[src/rtl/channel_combinator_pkg.sv]
`default_nettype none
// ============================================================================
//  Module      : channel_combinator_pkg
//  Description : Types and default constants shared by channel_combinator and
//                channel_select_controller.
//                  sample_t - signed channel sample at the default width
//                  chsel_e  - channel select encoding (0 = c1, 1 = c2)
//  Revision    : 1.0  initial release
// ============================================================================
package channel_combinator_pkg;

    localparam int DEF_DATA_W       = 11;
    localparam int DEF_HI_THRESH    = 960;
    localparam int DEF_LO_THRESH    = 480;
    localparam int DEF_HOLD_SAMPLES = 16;

    typedef logic signed [DEF_DATA_W-1:0] sample_t;

    typedef enum logic {
        CH_C1 = 1'b0,
        CH_C2 = 1'b1
    } chsel_e;

endpackage
`default_nettype wire

[src/rtl/abs_sat.sv]
`default_nettype none
// ============================================================================
//  Module      : abs_sat
//  Description : Combinational signed-to-magnitude converter. The most
//                negative input has no positive counterpart in W-1 bits, so
//                it saturates to the largest magnitude.
//  Ports       : din  in  W    signed two's-complement value
//                mag  out W-1  |din|, saturated
//  Revision    : 1.0  initial release
// ============================================================================
module abs_sat #(
    parameter int W = 11
) (
    input  logic signed [W-1:0] din,
    output logic        [W-2:0] mag
);

    logic [W-1:0] neg;

    assign neg = W'(~din) + W'(1);

    always_comb begin
        if (!din[W-1]) begin
            mag = din[W-2:0];
        end else if (neg[W-1]) begin
            // Negation overflowed: input was -2^(W-1).
            mag = '1;
        end else begin
            mag = neg[W-2:0];
        end
    end

endmodule
`default_nettype wire

[src/rtl/channel_select_controller.sv]
`default_nettype none
// ============================================================================
//  Module      : channel_select_controller
//  Description : Drives the select input of channel_combinator. Switches to
//                the low-gain channel (c2) as soon as channel 1 nears full
//                scale, and returns to c1 only after HOLD_SAMPLES consecutive
//                quiet samples. A level override forces either channel.
//  Ports       : clk          in   system clock
//                reset        in   asynchronous reset, active low
//                enable_3M    in   one-clk sample strobe
//                data_c1      in   channel 1 sample (decides switching)
//                data_c2      in   channel 2 sample (not used in decisions)
//                force_en     in   override enable (level)
//                force_sel    in   override value, 0 = c1, 1 = c2
//                select       out  registered channel select, 0 = c1
//                switch_pulse out  one-clk pulse after every select change
//                in_release   out  release counter is nonzero
//  Revision    : 1.0  initial release
// ============================================================================
module channel_select_controller
    import channel_combinator_pkg::*;
#(
    parameter int DATA_W       = DEF_DATA_W,
    parameter int HI_THRESH    = DEF_HI_THRESH,
    parameter int LO_THRESH    = DEF_LO_THRESH,
    parameter int HOLD_SAMPLES = DEF_HOLD_SAMPLES
) (
    input  logic              clk,
    input  logic              reset,
    input  logic              enable_3M,
    input  logic [DATA_W-1:0] data_c1,
    input  logic [DATA_W-1:0] data_c2,
    input  logic              force_en,
    input  logic              force_sel,
    output logic              select,
    output logic              switch_pulse,
    output logic              in_release
);

    localparam int MAG_W = DATA_W - 1;
    localparam int CNT_W = $clog2(HOLD_SAMPLES + 1);

    localparam logic [MAG_W-1:0] HI_MAG   = MAG_W'(HI_THRESH);
    localparam logic [MAG_W-1:0] LO_MAG   = MAG_W'(LO_THRESH);
    localparam logic [CNT_W-1:0] CNT_LAST = CNT_W'(HOLD_SAMPLES - 1);
    localparam logic [CNT_W-1:0] CNT_MAX  = CNT_W'(HOLD_SAMPLES);

    typedef enum logic {
        S_C1 = 1'b0,
        S_C2 = 1'b1
    } state_e;

    state_e            state;
    state_e            next_state;
    logic [CNT_W-1:0]  cnt;
    logic [CNT_W-1:0]  next_cnt;
    logic [MAG_W-1:0]  mag;

    // data_c2 travels alongside data_c1 only for alignment with the combinator.
    logic unused_c2;
    assign unused_c2 = ^data_c2;

    abs_sat #(
        .W   (DATA_W)
    ) u_abs_sat (
        .din (data_c1),
        .mag (mag)
    );

    always_comb begin
        next_state = state;
        next_cnt   = cnt;
        if (force_en) begin
            // Override takes priority over a coincident strobe.
            next_state = force_sel ? S_C2 : S_C1;
            next_cnt   = '0;
        end else if (enable_3M) begin
            case (state)
                S_C1: begin
                    if (mag >= HI_MAG) begin
                        next_state = S_C2;
                        next_cnt   = '0;
                    end
                end
                S_C2: begin
                    if (mag >= LO_MAG) begin
                        next_cnt = '0;
                    end else if (cnt == CNT_LAST) begin
                        next_state = S_C1;
                        next_cnt   = '0;
                    end else if (cnt != CNT_MAX) begin
                        next_cnt = cnt + CNT_W'(1);
                    end
                end
                default: begin
                    next_state = S_C1;
                    next_cnt   = '0;
                end
            endcase
        end
    end

    always_ff @(posedge clk or negedge reset) begin
        if (!reset) begin
            state        <= S_C1;
            cnt          <= '0;
            switch_pulse <= 1'b0;
        end else begin
            state        <= next_state;
            cnt          <= next_cnt;
            switch_pulse <= (next_state != state);
        end
    end

    assign select     = (state == S_C2) ? CH_C2 : CH_C1;
    assign in_release = (cnt != '0);

endmodule
`default_nettype wire

[config.mk]
export PLATFORM = sky130hd
export DESIGN_NAME = channel_select_controller
export DESIGN_NICKNAME = d
export VERILOG_FILES = /design/src/rtl/channel_combinator_pkg.sv /design/src/rtl/abs_sat.sv /design/src/rtl/channel_select_controller.sv
export SDC_FILE = /design/constraint.sdc
export NUM_CORES = 1
export LEC_CHECK = 0
export BUFFER_PORTS_ARGS = -buffer_cell sky130_fd_sc_hd__buf_2
export CAP_MARGIN = 20
export CORE_UTILIZATION = 28
export CTS_CLUSTER_SIZE = 25
export DETAILED_ROUTE_END_ITERATION = 7
export SLEW_MARGIN = 20
export SYNTH_ARGS = -nofsm -noshare
export SYNTH_HDL_FRONTEND = slang
export SYNTH_SLANG_ARGS = --single-unit
[constraint.sdc]
create_clock -name clk -period 2 [get_ports clk]
set_clock_uncertainty 0.1 [all_clocks]
set_input_delay 0.1 -clock clk [delete_from_list [all_inputs] [get_ports clk]]
set_output_delay 0.1 -clock clk [all_outputs]
set_load 0.02 [all_outputs]
==> results.py, run 1 <==
metrics = {
    "cts": {
        "cts_tree": "done",
        "root_buffer": "clkbuf_4",
        "path_clk_slew_ns": 0.05,
        "clk_path_buf_depth": 2,
        "ctsHtreeMaxLevel": 1,
        "numClockSinks": 7,
        "cts_setup_buffers": 0,
        "clock_latency_ns": 0.26,
        "cts-buffers-inserted": 3,
    },
    "grt": {
        "gr-usage-all-layers_pct": 14.4,
        "grt_max_degree": 10,
        "antenna_found_initial": 0,
        "grt-ovfl-total": 0,
        "grt_pass1_vias": 710,
        "grt_pass1_wl_um": 3060,
    },
    "route": {
        "dr.pass1.iters": 3,
        "drt_wl_total_um": 1910,
        "top_layer_used": "met4",
        "viasPerCell": 5.40,
        "dr_total_vias": 815,
        "dr_wl_met2_um": 953,
        "wl_met1_um": 825,
        "dr_wl_met3_um": 81,
        "first_iter_violations": 4,
        "routedWlPerCell_um": 12.6,
        "drc": 0,
        "ant_nets": 0,
    },
    "floorplan": {
        "fp.dieW_um": 53.1,
        "io_pins": 30,
        "die_area_mm2": 0.00282,
        "core_mm2": 0.00248,
        "core.rowCount": 18,
        "initial_utilization_pct": 29.5,
        "dieHeight_um": 53.1,
    },
    "final_layout": {
        "fin_util_pct": 41.6,
        "nets": 152,
        "final_cell_area_mm2": 0.00103,
        "diodes": 0,
        "layout_commonest_cell": "buf_2",
        "drive_above_1_share_pct": 39.7,
        "syn2layout_area_growth_pct": 40.9,
        "final_cell_mix": "buf_2 (17), buf_4 (13), nor2_1 (9), nand2_1 (8)",
    },
    "setup_path": {
        "crit_chain": "buf_2, or4_4, o41ai_4, xor2_2, o2111ai_2, o221a_1, a21oi_2",
        "critPathBufInv": 1,
        "crit_family": "compound AO/OA/AOI/OAI gates",
        "arrival_ns": 1.98,
        "cp_data_required_time_ns": 2.08,
        "startpoint_type": "input pin",
        "critPathCaptureType": "flip-flop",
        "criticalPathCategory": "input pin to flip-flop",
        "crit_fanout": 5,
        "max_stage_delay_ns": 0.57,
        "slowest_stage": "or4_4",
    },
    "synth": {
        "yosys_warnings": 0,
        "ys.flop_type": "dfrtp_1",
        "netlist_top_cells_area": "dfrtp_1 (24%), ha_1 (5.1%), a22o_1 (4.8%)",
        "synth_fp_nets": 117,
        "syn_area_per_cell_um2": 8.40,
        "syn_inst": 87,
        "synthDistinctLibCells": 39,
        "netlist.area_leader.share_pct": 24.0,
        "async_flop_share_pct": 100,
        "synth_edf_count": 0,
        "synth-seq-cells": 7,
        "yosysSeqAreaShare_pct": 24.0,
        "yosysTopAreaCell": "dfrtp_1",
        "synth_area_um2": 731,
    },
    "timing": {
        "tightestPinTransition_ns": 0.516,
        "drv_slew": 0,
        "period_needed_ns": 1.90,
        "hold_viol": 0,
        "setup_viol": 0,
        "slew-limit-headroom_pct": 65.2,
        "final.period_utilization_pct": 94.9,
        "clock.fmax_mhz": 527,
    },
    "power": {
        "clkPwrFrac_pct": 29.7,
        "p_sw_uw": 144,
        "peakVddDrop_mv": 0.277,
        "p_int_uw": 294,
        "pwr-share-seq_pct": 35.3,
        "power_frac_comb_pct": 34.9,
        "p_leak_nw": 0.449,
        "p_sw_share_pct": 32.8,
        "p_per_area_mw_per_mm2": 426,
    },
    "placed_design": {
        "dp_hpwl_um": 1470,
        "routabilityCongestion": 0.884,
        "port-buffer-count": 18,
        "placed_cell_area_um2": 965,
    },
    "flow_run": {
        "drv_cap": 0,
    },
    "run_status": {
        "status": "completed",
    },
    "hold_path": {
        "hold_class": "input pin to flip-flop",
    },
}
[layer usage]
metal	track usage, %	up-vias
met1	17.5	379
met3	1.15	7
li1	-	408
met5	0	-
met2	24.5	21
met4	7.89	0
[worst min-delay path, stage by stage]
cell and delay, ns:
buf_2 0.10, nand2_1 0.05, o21ai_1 0.06
[stage by stage]
stage	hold WS (ns)	setup TNS [ns]	power (mW)	cells	setup WS [ns]
6_report	0.000190	0	0.438	151	0.102
2_1_floorplan	-0.296	0	0.234	87	0.00961
5_1_grt	0.0438	-0.0780	0.467	151	-0.0287
3_3_place_gp	-0.163	-0.819	0.299	146	-0.151
3_5_place_dp	-0.158	-0.974	0.302	146	-0.177
4_1_cts	0.000443	0	0.435	151	0.0910
[power groups by stage]
stage / Clock [mW] / Combinational, mW / Sequential (mW)
2_1_floorplan: 0 / 0.0725 / 0.162
3_3_place_gp: 0 / 0.142 / 0.157
3_5_place_dp: 0 / 0.144 / 0.157
4_1_cts: 0.133 / 0.147 / 0.155
5_1_grt: 0.142 / 0.169 / 0.156
6_report: 0.130 / 0.153 / 0.155
[sequential cells by signal, summed over array words and instances, names as in the netlist]
| signal | cells |
|---|---|
| switch_pulse | 1 |
| cnt | 5 |
| state | 1 |
[synth_stat cells, types with 2 or more instances]
cell      number
nor2b_1        2
nor4_1         4
a22o_1         4
nor3_1         2
nand2_1        8
nor4bb_1       2
o21bai_1       2
o21ai_1        4
nor2_1         9
nand2b_1       2
a21oi_1        2
nand3_1        3
ha_1           3
inv_1          7
o221ai_1       2
dfrtp_1        7
a211oi_1       2
[what timing repair did]
item                                   4_1_cts  5_1_grt
hold buffers                                 1        0
gates resized for setup                      0        6
endpoints found under the hold margin        7        0
setup endpoints to repair                    0        5
[area by class of cell]
cell class / count / area, µm²
multi-input combinational: 71 / 561
sequential: 7 / 175
timing repair buffer: 32 / 204
inverter: 7 / 26.3
clock buffer: 4 / 26.3
tap: 30 / 37.5
fill: 260 / 1450
[logic make-up after synthesis]
logic type	share of synthesized area, %
AO/OA/AOI/OAI	33.0
XOR/XNOR	3.43
adder cells (fa/ha/maj)	5.14
buffers and inverters	4.79
flip-flops	24.0
AND/OR/NAND/NOR	29.6
[path summary, 6_finish.rpt]
check                                   start  cells after the start                      to  slack [ns]
setup / recovery                   data_c1[5]                      7  switch_pulse$_DFF_PN0_        0.10
hold / removal                      force_sel                      3         state$_DFF_PN0_      0.0002
setup reg to reg           cnt[0]$_DFFE_PN0P_                      6      cnt[0]$_DFFE_PN0P_        0.24
hold reg to reg            cnt[4]$_DFFE_PN0P_                      1      cnt[4]$_DFFE_PN0P_        0.47
max in group asynchronous               reset                      2      cnt[3]$_DFFE_PN0P_        1.53
min in group asynchronous               reset                      2      cnt[4]$_DFFE_PN0P_        0.11
Note: power is estimated with default switching activity, not from simulation.
==> run 2: changes to the inputs <==
- CORE_ASPECT_RATIO: default -> 0.9
==> results.py, run 2 (synthesized netlist as in run 1, its figures left out) <==
metrics = {
    "run_status": {
        "status": "completed",
    },
    "final_layout": {
        "diodes": 0,
        "nets": 154,
        "drive_above_1_share_pct": 41.5,
        "final_cell_area_mm2": 0.00109,
        "reg_top3": "cnt (5), state (1), switch_pulse (1)",
        "layout_commonest_cell": "buf_2",
        "final_cell_mix": "buf_2 (18), buf_4 (14), nor2_1 (9), nand2_1 (8)",
        "fin_util_pct": 44.1,
        "largest_register_ff_count": 5,
        "top_register": "cnt",
        "syn2layout_area_growth_pct": 49.0,
        "layoutNonFillerInstCount": 151,
    },
    "timing": {
        "final.period_utilization_pct": 96.3,
        "grt_setup_unrepaired": "true",
        "tightestPinTransition_ns": 0.649,
        "period_needed_ns": 1.93,
        "fin_ws_ns": 0.0735,
        "slew-limit-headroom_pct": 56.1,
        "drv_slew": 0,
        "tns_ns": 0,
        "clock.fmax_mhz": 519,
        "setup_viol": 0,
        "hold_viol": 0,
    },
    "route": {
        "first_iter_violations": 13,
        "drc": 0,
        "viasPerCell": 5.41,
        "drt_wl_total_um": 1890,
        "ant_nets": 0,
        "routedWlPerCell_um": 12.5,
        "dr.pass1.iters": 4,
        "dr_total_vias": 817,
    },
    "cts": {
        "ctsHtreeMaxLevel": 1,
        "cts_setup_buffers": 0,
        "clk_path_buf_depth": 2,
        "cts-buffers-inserted": 3,
        "clock_latency_ns": 0.26,
        "numClockSinks": 7,
        "path_clk_slew_ns": 0.06,
        "cts_tree": "done",
        "root_buffer": "clkbuf_4",
    },
    "grt": {
        "top_usage_layer": "met2",
        "antenna_found_initial": 0,
        "gr-usage-all-layers_pct": 13.6,
        "use_met3_pct": 3.35,
        "use_met1_pct": 18.6,
        "grt-ovfl-total": 0,
        "grt_pass1_vias": 687,
        "grt_max_degree": 10,
        "use_met2_pct": 21.9,
        "grt_pass1_wl_um": 3030,
    },
    "setup_path": {
        "ff2ff_setup_slack_ns": 0.13,
        "max_stage_delay_ns": 0.51,
        "critPathCaptureType": "flip-flop",
        "slowest_stage": "or4_1",
        "crit_chain": "buf_2, buf_4, or4_1, o21ai_1, xor2_2, buf_4, o2111ai_2, o221ai_1, a22o_1",
        "cpMostUsedCell": "buf_4",
        "reg2reg_to": "cnt[0]$_DFFE_PN0P_",
        "arrival_ns": 1.97,
        "criticalPathCategory": "input pin to flip-flop",
        "startpoint_type": "input pin",
        "crit_fanout": 4,
        "r2r-start": "cnt[0]$_DFFE_PN0P_",
        "r2r_cells": 6,
        "cp_data_required_time_ns": 2.05,
    },
    "floorplan": {
        "core.rowCount": 17,
        "fp.dieW_um": 55.8,
        "die_area_mm2": 0.00282,
        "initial_utilization_pct": 29.6,
        "dieHeight_um": 50.5,
        "io_pins": 30,
        "core_mm2": 0.00247,
    },
    "hold_path": {
        "min_path_cells": 3,
        "min-delay-start": "force_en",
        "min_to": "state$_DFF_PN0_",
        "hold_class": "input pin to flip-flop",
    },
    "power": {
        "p_int_uw": 300,
        "pwr-share-seq_pct": 33.9,
        "p_per_area_mw_per_mm2": 421,
        "clkPwrFrac_pct": 30.0,
        "peakVddDrop_mv": 0.397,
        "p_sw_share_pct": 34.6,
        "power_frac_comb_pct": 36.1,
        "p_sw_uw": 158,
        "p_leak_nw": 0.463,
    },
    "placed_design": {
        "pre_cts_ws_ns": -0.241,
        "port-buffer-count": 18,
        "dp_hpwl_um": 1450,
        "dp_cells": 145,
        "routabilityCongestion": 0.744,
        "placed_cell_area_um2": 970,
    },
    "flow_run": {
        "drv_cap": 0,
    },
}
run 2: routing by layer:
metal  share of wire (%)  up-vias
met2                  46       19
met5                   0        -
met3                 2.7        0
li1                    -      410
met1                  51      388
met4                   0        0
run 2: final cells by class:
class,count,area [µm²]
Clock buffer,4,26.3
Fill cell,238,1380
Inverter,7,26.3
Multi-Input combinational cell,71,611
Sequential cell,7,175
Tap cell,28,35.0
Timing Repair Buffer,34,215
run 2: worst max-delay path, delay by kind of cell:
| family | cells | cell delay [ns] |
|---|---|---|
| and+or+nand+nor | 1 | 0.51 |
| buffers and inverters | 3 | 0.41 |
| xor gates and xnor gates | 1 | 0.14 |
| AOI/OAI and AO/OA | 4 | 0.82 |
run 2: worst max path at each step:
stage | start | endpoint | slack (ns) | cells past startpoint
after global routing | data_c1[1] | cnt[2]$_DFFE_PN0P_ | -0.03 | 9
after CTS | data_c1[4] | cnt[2]$_DFFE_PN0P_ | 0.04 | 7
final | data_c1[1] | cnt[2]$_DFFE_PN0P_ | 0.07 | 9
after detailed placement | data_c1[4] | cnt[2]$_DFFE_PN0P_ | -0.24 | 7
after floorplan | data_c1[0] | cnt[2]$_DFFE_PN0P_ | 0.01 | 8
after global placement | data_c1[4] | cnt[2]$_DFFE_PN0P_ | -0.17 | 7
run 2: what timing repair did:
action | 4_1_cts | 5_1_grt
endpoints found under the hold margin | 8 | 0
endpoints found under the setup margin | 0 | 4
gates resized for setup | 0 | 10
hold buffers | 2 | 0
run 2: per-stage QoR:
stage	hold WS, ns	power, mW
2_1_floorplan	-0.296	0.234
3_3_place_gp	-0.161	0.300
3_5_place_dp	-0.160	0.302
4_1_cts	0.0574	0.447
5_1_grt	0.0784	0.486
6_report	0.0652	0.458
run 2: power groups by stage:
stage          Combinational [mW]  Clock (mW)  Sequential [mW]
5_1_grt                     0.180       0.149            0.156
3_3_place_gp                0.143           0            0.157
2_1_floorplan              0.0725           0            0.162
6_report                    0.165       0.138            0.155
3_5_place_dp                0.145           0            0.157
4_1_cts                     0.149       0.144            0.154
==> run 3: changes to the inputs <==
- CORE_UTILIZATION: 28 -> 40
- PLACE_DENSITY: default -> 0.68
==> results.py, run 3 (synthesized netlist as in run 1, its figures left out) <==
metrics = {
    "setup_path": {
        "arrival_ns": 2.06,
        "r2r-start": "cnt[0]$_DFFE_PN0P_",
        "startpoint_type": "input pin",
        "reg2reg_to": "cnt[1]$_DFFE_PN0P_",
        "crit_fanout": 5,
        "criticalPathCategory": "input pin to flip-flop",
        "cp_data_required_time_ns": 2.09,
        "r2r_cells": 6,
        "critPathCaptureType": "flip-flop",
        "ff2ff_setup_slack_ns": 0.33,
    },
    "timing": {
        "grt_setup_unrepaired": "true",
        "final.period_utilization_pct": 98.7,
        "slew-limit-headroom_pct": 68.7,
        "hold_viol": 0,
        "period_needed_ns": 1.97,
        "tightestPinTransition_ns": 0.466,
        "drv_slew": 0,
        "clock.fmax_mhz": 507,
        "setup_viol": 0,
    },
    "floorplan": {
        "fp.dieW_um": 47.1,
        "io_pins": 30,
        "core_mm2": 0.00170,
        "die_area_mm2": 0.00200,
        "core.rowCount": 14,
        "initial_utilization_pct": 43.0,
        "dieHeight_um": 42.5,
    },
    "route": {
        "drc": 0,
        "dr.pass1.iters": 4,
        "first_iter_violations": 25,
        "ant_nets": 0,
        "drt_wl_total_um": 2040,
        "viasPerCell": 5.87,
        "dr_total_vias": 874,
        "routedWlPerCell_um": 13.7,
    },
    "run_status": {
        "status": "completed",
    },
    "hold_path": {
        "hold_class": "input pin to flip-flop",
        "min_to": "state$_DFF_PN0_",
        "min-delay-start": "force_en",
        "min_path_cells": 3,
    },
    "final_layout": {
        "nets": 156,
        "fin_util_pct": 66.6,
        "multi_input_area_um2": 624,
        "top_register": "cnt",
        "drive_above_1_share_pct": 46.4,
        "nFillCells": 135,
        "diodes": 0,
        "syn2layout_area_growth_pct": 54.8,
        "largest_register_ff_count": 5,
        "reg_top3": "cnt (5), state (1), switch_pulse (1)",
        "final_cell_mix": "buf_2 (16), buf_4 (16), nor2_1 (9), nand2_1 (8), dfrtp_1 (7)",
        "seq_area_um2": 175,
    },
    "grt": {
        "antenna_found_initial": 0,
        "grt_pass1_wl_um": 3020,
        "gr-usage-all-layers_pct": 20.6,
        "grt_pass1_vias": 740,
        "grt-ovfl-total": 0,
        "grt_max_degree": 10,
    },
    "placed_design": {
        "routabilityCongestion": 0.832,
        "dp_hpwl_um": 1430,
        "port-buffer-count": 18,
    },
    "cts": {
        "clk_path_buf_depth": 2,
        "cts_tree": "done",
        "clock_latency_ns": 0.25,
        "numClockSinks": 7,
        "path_clk_slew_ns": 0.05,
        "cts-buffers-inserted": 3,
        "ctsHtreeMaxLevel": 1,
        "root_buffer": "clkbuf_4",
    },
    "power": {
        "p_per_area_mw_per_mm2": 411,
        "power.total_uw": 464,
        "p_leak_nw": 0.476,
        "peakVddDrop_mv": 0.236,
    },
    "flow_run": {
        "drv_cap": 0,
    },
}
==> run 3: routing by layer <==
| metal | wire length, µm | global-route usage (%) | up-vias |
|---|---|---|---|
| met5 | 0 | 0 | - |
| met4 | 14 | 6.86 | 0 |
| met3 | 105 | 3.88 | 2 |
| met2 | 983 | 30.6 | 33 |
| met1 | 937 | 29.5 | 422 |
| li1 | - | - | 417 |
==> run 3: area by class of cell <==
cell class,count,area share (%)
multi-input combinational,71,55.2
timing repair buffer,36,21.8
sequential,7,15.5
tap,24,2.65
inverter,7,2.54
clock buffer,4,2.32
==> run 3: stage by stage <==
stage	TNS (ns)	std cells	setup slack (ns)	hold WS (ns)	cell area, µm²
floorplan	0	87	0.00961	-0.296	748
global placement	-1.05	140	-0.209	-0.164	957
detailed placement	-1.20	140	-0.223	-0.158	957
CTS	0	146	0.0422	0.0601	1000
global route	-0.0668	149	-0.0299	0.0773	1130
finish	0	149	0.0266	0.0793	1130
==> run 3: critical path, stage by stage <==
cell and delay [ns]:
buf_2 0.11, or4_4 0.60, o41ai_4 0.37, xor2_2 0.25
o2111ai_2 0.16, buf_4 0.17, o221a_1 0.21, a21oi_2 0.09
==> run 3: worst max path at each step <==
stage               start                     end  slack (ns)  depth (start not counted)
2_1_floorplan  data_c1[0]      cnt[2]$_DFFE_PN0P_        0.01                          8
3_3_place_gp   data_c1[4]      cnt[2]$_DFFE_PN0P_       -0.21                          8
3_5_place_dp   data_c1[1]      cnt[2]$_DFFE_PN0P_       -0.22                          9
4_1_cts        data_c1[1]      cnt[1]$_DFFE_PN0P_        0.04                          9
5_1_grt        data_c1[4]  switch_pulse$_DFF_PN0_       -0.03                          8
6_report       data_c1[4]  switch_pulse$_DFF_PN0_        0.03                          8
==> run 3: where the power goes <==
group	total, mW	switching [mW]	internal, mW	leakage (nW)
logic	0.177	0.0941	0.0833	0.367
registers	0.156	0.00806	0.148	0.0939
clock network	0.131	0.0549	0.0763	0.0150
total	0.464	0.157	0.307	0.476
==> run 3: timing repair <==
item | CTS | global route
hold endpoints to repair | 8 | 0
hold buffers | 2 | 0
resized for setup | 0 | 20
buffers inserted | 0 | 3
setup endpoints to repair | 0 | 4
